===== config.mk =====
export PLATFORM = sky130hd
export DESIGN_NAME = phase_sequencer_flat
export DESIGN_NICKNAME = d
export VERILOG_FILES = /design/src/rtl/phase_sequencer_if.sv /design/src/rtl/phase_sequencer.sv /design/src/flat_wrapper.sv
export SDC_FILE = /design/constraint.sdc
export NUM_CORES = 1
export LEC_CHECK = 0
export CAP_MARGIN = 0
export CORE_UTILIZATION = 43
export DETAILED_ROUTE_END_ITERATION = 8
export PLACE_DENSITY = 0.71
export SLEW_MARGIN = 0
export SYNTH_ARGS = -nofsm -noshare
export SYNTH_HDL_FRONTEND = slang
export SYNTH_SLANG_ARGS = --single-unit

===== constraint.sdc =====
create_clock -name clock_i -period 4.88 [get_ports clock_i]
set_input_delay 1.22 -clock clock_i [delete_from_list [all_inputs] [get_ports clock_i]]
set_output_delay 1.22 -clock clock_i [all_outputs]
set_load 0.05 [all_outputs]

===== src/rtl/phase_sequencer_if.sv =====
// Control/status bundle between the CPU control path and the phase sequencer.
// The master drives the per-cycle controls and the slave returns the phase strobes and status.
interface phase_sequencer_if #(
  parameter int NUM_PHASES = 4,
  parameter int COUNT_W    = 8
);
  localparam int IDX_W = (NUM_PHASES > 1) ? $clog2(NUM_PHASES) : 1;

  logic                  clock_enable;
  logic                  stall;
  logic                  restart;
  logic                  halt_req;
  logic                  resume;
  logic [NUM_PHASES-1:0] phase;
  logic [IDX_W-1:0]      phase_index;
  logic                  halted;
  logic                  cycle_done;
  logic [COUNT_W-1:0]    instr_count;

  modport master (
    output clock_enable, stall, restart, halt_req, resume,
    input  phase, phase_index, halted, cycle_done, instr_count
  );

  modport slave (
    input  clock_enable, stall, restart, halt_req, resume,
    output phase, phase_index, halted, cycle_done, instr_count
  );
endinterface


===== src/rtl/phase_sequencer.sv =====
// One-hot instruction-phase ring with stall, restart, halt/resume at instruction
// boundaries and a wrapping completed-instruction counter. All outputs come straight from flops.
module phase_sequencer #(
  parameter int NUM_PHASES = 4,
  parameter int COUNT_W    = 8
) (
  input  logic             clock_i,
  input  logic             clear_i,
  phase_sequencer_if.slave seq_if
);
  localparam int IDX_W = (NUM_PHASES > 1) ? $clog2(NUM_PHASES) : 1;
  localparam logic [NUM_PHASES-1:0] PHASE0 = {{(NUM_PHASES-1){1'b0}}, 1'b1};

  typedef enum logic {ST_RUN, ST_HALTED} state_e;

  state_e                state_q;
  logic [NUM_PHASES-1:0] phase_q;
  logic [IDX_W-1:0]      idx_q;
  logic                  done_q;
  logic [COUNT_W-1:0]    count_q;

  logic phase_seen;
  logic phase_multi;
  logic phase_ok;
  logic at_last;

  // A phase vector is legal only with exactly one bit set.
  always_comb begin
    phase_seen  = 1'b0;
    phase_multi = 1'b0;
    for (int i = 0; i < NUM_PHASES; i++) begin
      phase_multi = phase_multi | (phase_seen & phase_q[i]);
      phase_seen  = phase_seen | phase_q[i];
    end
  end

  assign phase_ok = phase_seen & ~phase_multi;
  assign at_last  = phase_q[NUM_PHASES-1];

  always_ff @(posedge clock_i or posedge clear_i) begin
    if (clear_i) begin
      state_q <= ST_RUN;
      phase_q <= PHASE0;
      idx_q   <= '0;
      done_q  <= 1'b0;
      count_q <= '0;
    end else if (seq_if.clock_enable) begin
      done_q <= 1'b0;
      case (state_q)
        ST_RUN: begin
          if (seq_if.restart || !phase_ok) begin
            phase_q <= PHASE0;
            idx_q   <= '0;
          end else if (seq_if.stall) begin
            phase_q <= phase_q;
          end else if (!at_last) begin
            phase_q <= {phase_q[NUM_PHASES-2:0], 1'b0};
            idx_q   <= idx_q + IDX_W'(1);
          end else begin
            count_q <= count_q + COUNT_W'(1);
            done_q  <= 1'b1;
            idx_q   <= '0;
            // Halting parks the ring with every strobe low until resume.
            if (seq_if.halt_req) begin
              state_q <= ST_HALTED;
              phase_q <= '0;
            end else begin
              phase_q <= PHASE0;
            end
          end
        end
        ST_HALTED: begin
          if (seq_if.resume) begin
            state_q <= ST_RUN;
            phase_q <= PHASE0;
            idx_q   <= '0;
          end
        end
        default: begin
          state_q <= ST_RUN;
          phase_q <= PHASE0;
          idx_q   <= '0;
        end
      endcase
    end
  end

  assign seq_if.phase       = phase_q;
  assign seq_if.phase_index = idx_q;
  assign seq_if.halted      = (state_q == ST_HALTED);
  assign seq_if.cycle_done  = done_q;
  assign seq_if.instr_count = count_q;
endmodule


===== src/flat_wrapper.sv =====
// flat-port wrapper written by rule: the top's interface ports become plain ports
module phase_sequencer_flat 
#(
  parameter int NUM_PHASES = 4,
  parameter int COUNT_W    = 8
)
  (clock_i, clear_i, seq_if_clock_enable, seq_if_stall, seq_if_restart, seq_if_halt_req, seq_if_resume, seq_if_phase, seq_if_phase_index, seq_if_halted, seq_if_cycle_done, seq_if_instr_count);
  phase_sequencer_if #(.NUM_PHASES(NUM_PHASES), .COUNT_W(COUNT_W)) seq_if_i ();
  input  logic clock_i;
  input  logic clear_i;
  input wire logic [$bits(seq_if_i.clock_enable)-1:0] seq_if_clock_enable;
  input wire logic [$bits(seq_if_i.stall)-1:0] seq_if_stall;
  input wire logic [$bits(seq_if_i.restart)-1:0] seq_if_restart;
  input wire logic [$bits(seq_if_i.halt_req)-1:0] seq_if_halt_req;
  input wire logic [$bits(seq_if_i.resume)-1:0] seq_if_resume;
  output wire logic [$bits(seq_if_i.phase)-1:0] seq_if_phase;
  output wire logic [$bits(seq_if_i.phase_index)-1:0] seq_if_phase_index;
  output wire logic [$bits(seq_if_i.halted)-1:0] seq_if_halted;
  output wire logic [$bits(seq_if_i.cycle_done)-1:0] seq_if_cycle_done;
  output wire logic [$bits(seq_if_i.instr_count)-1:0] seq_if_instr_count;
  assign seq_if_i.clock_enable = seq_if_clock_enable;
  assign seq_if_i.stall = seq_if_stall;
  assign seq_if_i.restart = seq_if_restart;
  assign seq_if_i.halt_req = seq_if_halt_req;
  assign seq_if_i.resume = seq_if_resume;
  assign seq_if_phase = seq_if_i.phase;
  assign seq_if_phase_index = seq_if_i.phase_index;
  assign seq_if_halted = seq_if_i.halted;
  assign seq_if_cycle_done = seq_if_i.cycle_done;
  assign seq_if_instr_count = seq_if_i.instr_count;
  phase_sequencer #(.NUM_PHASES(NUM_PHASES), .COUNT_W(COUNT_W)) u_core (.clock_i(clock_i), .clear_i(clear_i), .seq_if(seq_if_i));
endmodule

==> impl_metrics.env, run 1 <==
export IMPL_port_buffers=22
export IMPL_relSlewSlack=0.583
export IMPL_start_util=0.475
export IMPL_synthTopCellsByArea="dfrtp_1, xnor2_1, xor2_1, a2111oi_4, dfstp_2"
export IMPL_hp_start="u_core.seq_if.instr_count[7]$_DFFE_PP0P_"
export IMPL_grt_max_degree=17
export IMPL_outcome="finished, final reports clean"
export IMPL_cp_top_family="buffers and inverters"
export IMPL_path_cells="clkdlybuf4s50_1"
export IMPL_synth_seq_cells=16
export IMPL_path_max_fanout=12
export IMPL_antenna_found_initial=0
export IMPL_clk_latency_ns=0.30
export IMPL_period_needed_ns=2.99
export IMPL_fin_util=0.605
export IMPL_syn_to_final_growth_pct=27.3
export IMPL_cts_root_buf="clkbuf_4"
export IMPL_path_clk_slew_ns=0.10
export IMPL_hpwlAfterDp_mm=1.46
export IMPL_maxCapViolCount=0
export IMPL_grt_pass1_wl_mm=3.51
export IMPL_cp_required_ns=3.66
export IMPL_hold_end="u_core.seq_if.instr_count[7]$_DFFE_PP0P_"
export IMPL_die_h_um=49.3
export IMPL_min_period_over_period=0.612
export IMPL_cts_sinks=16
export IMPL_synthCells=89
export IMPL_synth_seq_area_share=0.418
export IMPL_setup_viol=0
export IMPL_ir_drop_uv=213
export IMPL_final_layout_size_suffix_gt1_frac=0.153
export IMPL_cts_buffers=3
export IMPL_ctsHoldBuffers=0
export IMPL_r2r_slack_ns=2.96
export IMPL_timing_hold_ws_ns=0.480
export IMPL_vias=821
export IMPL_postRouteAntennaNets=0
export IMPL_reg2reg_from="u_core.seq_if.phase[3]$_DFFE_PP0P_"
export IMPL_tritoncts="done"
export IMPL_first_pass_iters=4
export IMPL_wl_mm=2.03
export IMPL_syn_num_nets=97
export IMPL_syn_area_sq_um=961
export IMPL_pin_count=23
export IMPL_setup_ws_ns=1.89
export IMPL_layout_nets=120
export IMPL_rows=16
export IMPL_worstPathArrival_ns=1.77
export IMPL_grt_overflow_total=0
export IMPL_num_antenna_cells=0
export IMPL_total_leakage_power_nw=0.525
export IMPL_avgSynthCellArea_sq_um=10.8
export IMPL_cp_slowest_cell="clkdlybuf4s50_1"
export IMPL_power_density_nw_per_um2=253
export IMPL_path_class="reg2out"
export IMPL_final_max_slew_viol_count=0
export IMPL_synth_edf_count=0
export IMPL_timing_rr_end="u_core.seq_if.phase[0]$_DFFE_PP1P_"
export IMPL_hp_class="reg2reg"
export IMPL_whs_path_depth=1
export IMPL_rsz0062_at_grt="no"
export IMPL_worst_path_largest_cell_delay_ns=0.88
export IMPL_gp_congestion=0.824
export IMPL_cts_resized=0
export IMPL_critPathCaptureType="output port"
export IMPL_async_reset_ff_frac=1.00
export IMPL_tightest_slew_ns=0.625
export IMPL_synth_warnings=0
export IMPL_synth_area_leader_cell="dfrtp_1"
export IMPL_place_ws_ns=1.78
export IMPL_final_hold_violation_count=0
export IMPL_avgViaCountPerCell=5.95
export IMPL_synth_top_area_share=0.391
export IMPL_synthFlopType="dfrtp_1"
export IMPL_die_area_sq_um=2430
export IMPL_htreeDepth=1
export IMPL_drt_iter0_markers=50
export IMPL_grt_total_usage=0.188
export IMPL_synthDistinctLibCells=45
export IMPL_finalSetupTns_ns=0
export IMPL_die_w_um=49.3
export IMPL_cp_num_buf_inv=1
export IMPL_cts_setup_buffers=0
export IMPL_max_freq_ghz=0.335
export IMPL_clock_skew_ns=0.00594
export IMPL_grt_pass1_vias=748
export IMPL_start_kind="flop"
export IMPL_clockBufferDepth=2
export IMPL_avgRoutedWirePerCell_um=14.7
export IMPL_nFillCells=166
export IMPL_core_area_sq_um=2020
export IMPL_rr_worst_depth=4
export IMPL_total_power_mw=0.310
export IMPL_drc=0
## power breakdown
| part | switching, mW | internal [mW] |
|---|---|---|
| sequential | 0.00901 | 0.138 |
| clock | 0.0456 | 0.0455 |
| combinational | 0.0447 | 0.0268 |
## cells by family after synthesis
kind of cell               after synthesis  share of synthesized area
muxes                                    1                     0.0117
adders and majority gates                1                     0.0130
and+or+nand+nor                         31                      0.204
DFF                                     16                      0.418
buffers and inverters                    7                     0.0404
AOI/OAI and AO/OA                       25                      0.240
xor gates and xnor gates                 8                     0.0729
## routing by layer
| metal | vias up | wire, um | GRT usage |
|---|---|---|---|
| li1 | 385 | - | - |
| met1 | 392 | 976 | 0.278 |
| met2 | 39 | 901 | 0.276 |
| met3 | 5 | 110 | 0.0218 |
| met4 | 0 | 38 | 0.0735 |
| met5 | - | 0 | 0 |
## synthesized netlist by cell type, types with 2 or more instances
| master | count |
|---|---|
| nand2_1 | 7 |
| a41oi_1 | 3 |
| a211oi_1 | 2 |
| nor2_1 | 3 |
| or3_1 | 2 |
| or3_2 | 2 |
| nand2b_1 | 2 |
| o21ai_0 | 3 |
| xnor2_1 | 4 |
| inv_1 | 3 |
| nand4_1 | 3 |
| nand3_1 | 3 |
| dfrtp_1 | 15 |
| xor2_1 | 4 |
| a21boi_0 | 3 |
## stage by stage
stage | instances | instance area [sq um]
6_report | 138 | 1220
5_1_grt | 138 | 1220
4_1_cts | 138 | 1220
3_5_place_dp | 134 | 1190
3_3_place_gp | 134 | 1190
2_1_floorplan | 89 | 961
## how the worst max path moves through the flow
stage                                             startpoint                                  endpoint  slack, ns  cells past startpoint
after floorplan                          seq_if_clock_enable  u_core.seq_if.instr_count[5]$_DFFE_PP0P_       2.38                      5
after global placement                   seq_if_clock_enable  u_core.seq_if.instr_count[5]$_DFFE_PP0P_       1.83                      5
after detailed placement                 seq_if_clock_enable  u_core.seq_if.instr_count[5]$_DFFE_PP0P_       1.78                      5
after CTS                 u_core.seq_if.phase[3]$_DFFE_PP0P_                           seq_if_phase[3]       1.89                      1
after global routing      u_core.seq_if.phase[3]$_DFFE_PP0P_                           seq_if_phase[3]       1.83                      1
final                     u_core.seq_if.phase[3]$_DFFE_PP0P_                           seq_if_phase[3]       1.89                      1
## flip-flops by register name (all words and copies together) (netlist names)
name and flops:
u_core.seq_if.cycle_done 1, u_core.seq_if.instr_count 8, u_core.seq_if.phase_index 2, u_core.seq_if.phase 4, u_core.seq_if.halted 1
## cells in the final DEF, fill, tap and decap left out, drive strengths merged, types with 2 or more instances in the layout
cell type and count:
o21ai 4, inv 3, nand2b 2, nand2 7
xor2 4, or4b 2, nand4 3, or3 4
a211oi 2, xnor2 4, a41oi 3, dfrtp 15
clkdlybuf4s50 22, a21boi 3, nor2 3, nand3 3
clkbuf 4
## cell type report
cell class | instances | area [sq um] | area share
timing repair buffer | 22 | 220 | 0.180
sequential | 16 | 402 | 0.328
multi-input combinational | 66 | 520 | 0.425
inverter | 3 | 11.3 | 0.00920
tap | 27 | 33.8 | 0.0276
clock buffer | 4 | 36.3 | 0.0297
No activity file was read; power rests on OpenSTA's default activity.
==> inputs of run 2 (changes only) <==
PLACE_DENSITY = 0.73   (was 0.71)
clock period = 2.4 ns   (was 4.88 ns; I/O delays follow)
==> impl_metrics.env, run 2 (same netlist as run 1, synthesis figures left out) <==
export IMPL_postRouteAntennaNets=0
export IMPL_clockBufferDepth=2
export IMPL_power_density_nw_per_um2=507
export IMPL_rr_worst_depth=4
export IMPL_port_buffers=22
export IMPL_layout_common_cells="clkdlybuf4s50_1, dfrtp_1, nand2_1"
export IMPL_setup_viol=0
export IMPL_largest_reg_flops=8
export IMPL_maxCapViolCount=0
export IMPL_layout_commonest_cell="clkdlybuf4s50_1"
export IMPL_path_max_fanout=10
export IMPL_htreeDepth=1
export IMPL_wl_met3_um=56
export IMPL_cp_slowest_cell="clkdlybuf4s50_1"
export IMPL_total_leakage_power_nw=0.553
export IMPL_drt_iter0_markers=20
export IMPL_routed_top_layer="met4"
export IMPL_outcome="finished, final reports clean"
export IMPL_placed_area_sq_um=1220
export IMPL_wl_mm=2.12
export IMPL_hold_end="u_core.seq_if.instr_count[7]$_DFFE_PP0P_"
export IMPL_max_freq_ghz=0.432
export IMPL_multiInputGateArea_sq_um=520
export IMPL_worstPathArrival_ns=1.71
export IMPL_cts_resized=0
export IMPL_cts_root_buf="clkbuf_4"
export IMPL_grt_pass1_wl_mm=3.51
export IMPL_final_design_area_no_fill_sq_um=1260
export IMPL_pin_count=23
export IMPL_antenna_found_initial=0
export IMPL_start_kind="flop"
export IMPL_rows=16
export IMPL_area_sequential_sq_um=402
export IMPL_final_hold_violation_count=0
export IMPL_tritoncts="done"
export IMPL_num_antenna_cells=0
export IMPL_grt_total_usage=0.188
export IMPL_total_power_mw=0.641
export IMPL_hp_class="reg2reg"
export IMPL_final_max_slew_viol_count=0
export IMPL_cp_num_buf_inv=1
export IMPL_avgRoutedWirePerCell_um=14.8
export IMPL_wl_met2_mm=1.03
export IMPL_timing_rr_end="u_core.seq_if.phase[0]$_DFFE_PP1P_"
export IMPL_finalSetupTns_ns=0
export IMPL_tightest_slew_ns=0.616
export IMPL_period_needed_ns=2.31
export IMPL_fin_util=0.625
export IMPL_die_h_um=49.3
export IMPL_ir_drop_uv=406
export IMPL_cp_top_family="buffers and inverters"
export IMPL_reg2reg_from="u_core.seq_if.phase[1]$_DFFE_PP0P_"
export IMPL_r2r_slack_ns=0.47
export IMPL_grt_overflow_total=0
export IMPL_avgViaCountPerCell=5.76
export IMPL_cp_required_ns=1.80
export IMPL_critPathCaptureType="output port"
export IMPL_syn_to_final_growth_pct=31.5
export IMPL_path_cells="clkdlybuf4s50_1"
export IMPL_path_clk_slew_ns=0.11
export IMPL_min_period_over_period=0.964
export IMPL_cts_buffers=3
export IMPL_hpwlAfterDp_mm=1.53
export IMPL_hp_start="u_core.seq_if.instr_count[7]$_DFFE_PP0P_"
export IMPL_grt_max_degree=17
export IMPL_gp_congestion=0.866
export IMPL_timing_hold_ws_ns=0.478
export IMPL_layout_nets=125
export IMPL_die_area_sq_um=2430
export IMPL_drc=0
export IMPL_final_layout_size_suffix_gt1_frac=0.190
export IMPL_core_area_sq_um=2020
export IMPL_clk_latency_ns=0.30
export IMPL_whs_path_depth=1
export IMPL_cts_setup_buffers=0
export IMPL_cts_sinks=16
export IMPL_wl_met1_mm=1.00
export IMPL_clock_skew_ns=0.00627
export IMPL_grt_pass1_vias=821
export IMPL_relSlewSlack=0.589
export IMPL_ctsHoldBuffers=0
export IMPL_path_class="reg2out"
export IMPL_die_w_um=49.3
export IMPL_nFillCells=184
export IMPL_first_pass_iters=4
export IMPL_vias=824
export IMPL_start_util=0.475
export IMPL_worst_path_largest_cell_delay_ns=0.87
export IMPL_rsz0062_at_grt="no"
-- run 2: cell count changes in the layout (fill, tap and decap cells not counted) --
cell | previous run | this run
buf_4 | 0 | 5
dlymetal6s2s_1 | 0 | 1
clkdlybuf4s50_1 | 22 | 21
-- run 2: worst max-delay path by stage --
stage	startpoint	to	slack (ns)	cells after the start
finish	u_core.seq_if.phase[1]$_DFFE_PP0P_	seq_if_phase[1]	0.09	1
global route	u_core.seq_if.phase[1]$_DFFE_PP0P_	seq_if_phase[1]	0.03	1
CTS	u_core.seq_if.phase[0]$_DFFE_PP1P_	seq_if_phase[0]	0.02	1
detailed placement	seq_if_stall	u_core.seq_if.instr_count[5]$_DFFE_PP0P_	0.12	4
global placement	seq_if_stall	u_core.seq_if.instr_count[5]$_DFFE_PP0P_	0.14	4
floorplan	u_core.seq_if.phase[1]$_DFFE_PP0P_	u_core.seq_if.phase[0]$_DFFE_PP1P_	0.34	5
-- run 2: layer usage --
| metal | global-route usage | vias to the layer above |
|---|---|---|
| met1 | 0.247 | 403 |
| li1 | - | 393 |
| met5 | 0 | - |
| met2 | 0.306 | 23 |
| met3 | 0.0218 | 5 |
| met4 | 0.0882 | 0 |
-- run 2: stage by stage --
| step | worst slack [ns] | cells |
|---|---|---|
| floorplan | 0.345 | 89 |
| global placement | 0.139 | 139 |
| detailed placement | 0.119 | 139 |
| CTS | 0.0213 | 143 |
| global route | 0.0315 | 143 |
| finish | 0.0870 | 143 |
-- run 2: layout make-up --
| type | count | share of cell area |
|---|---|---|
| Sequential cell | 16 | 0.318 |
| Inverter | 3 | 0.00891 |
| Multi-Input combinational cell | 66 | 0.412 |
| Clock buffer | 4 | 0.0287 |
| Timing Repair Buffer | 27 | 0.206 |
| Tap cell | 27 | 0.0267 |
-- run 2: where the power goes --
part           switching (mW)  total [mW]  internal, mW  leakage, nW
Clock                  0.0981       0.191        0.0926       0.0210
Sequential             0.0183       0.300         0.282        0.218
Combinational          0.0927       0.150        0.0577        0.314
Total                   0.209       0.641         0.432        0.553
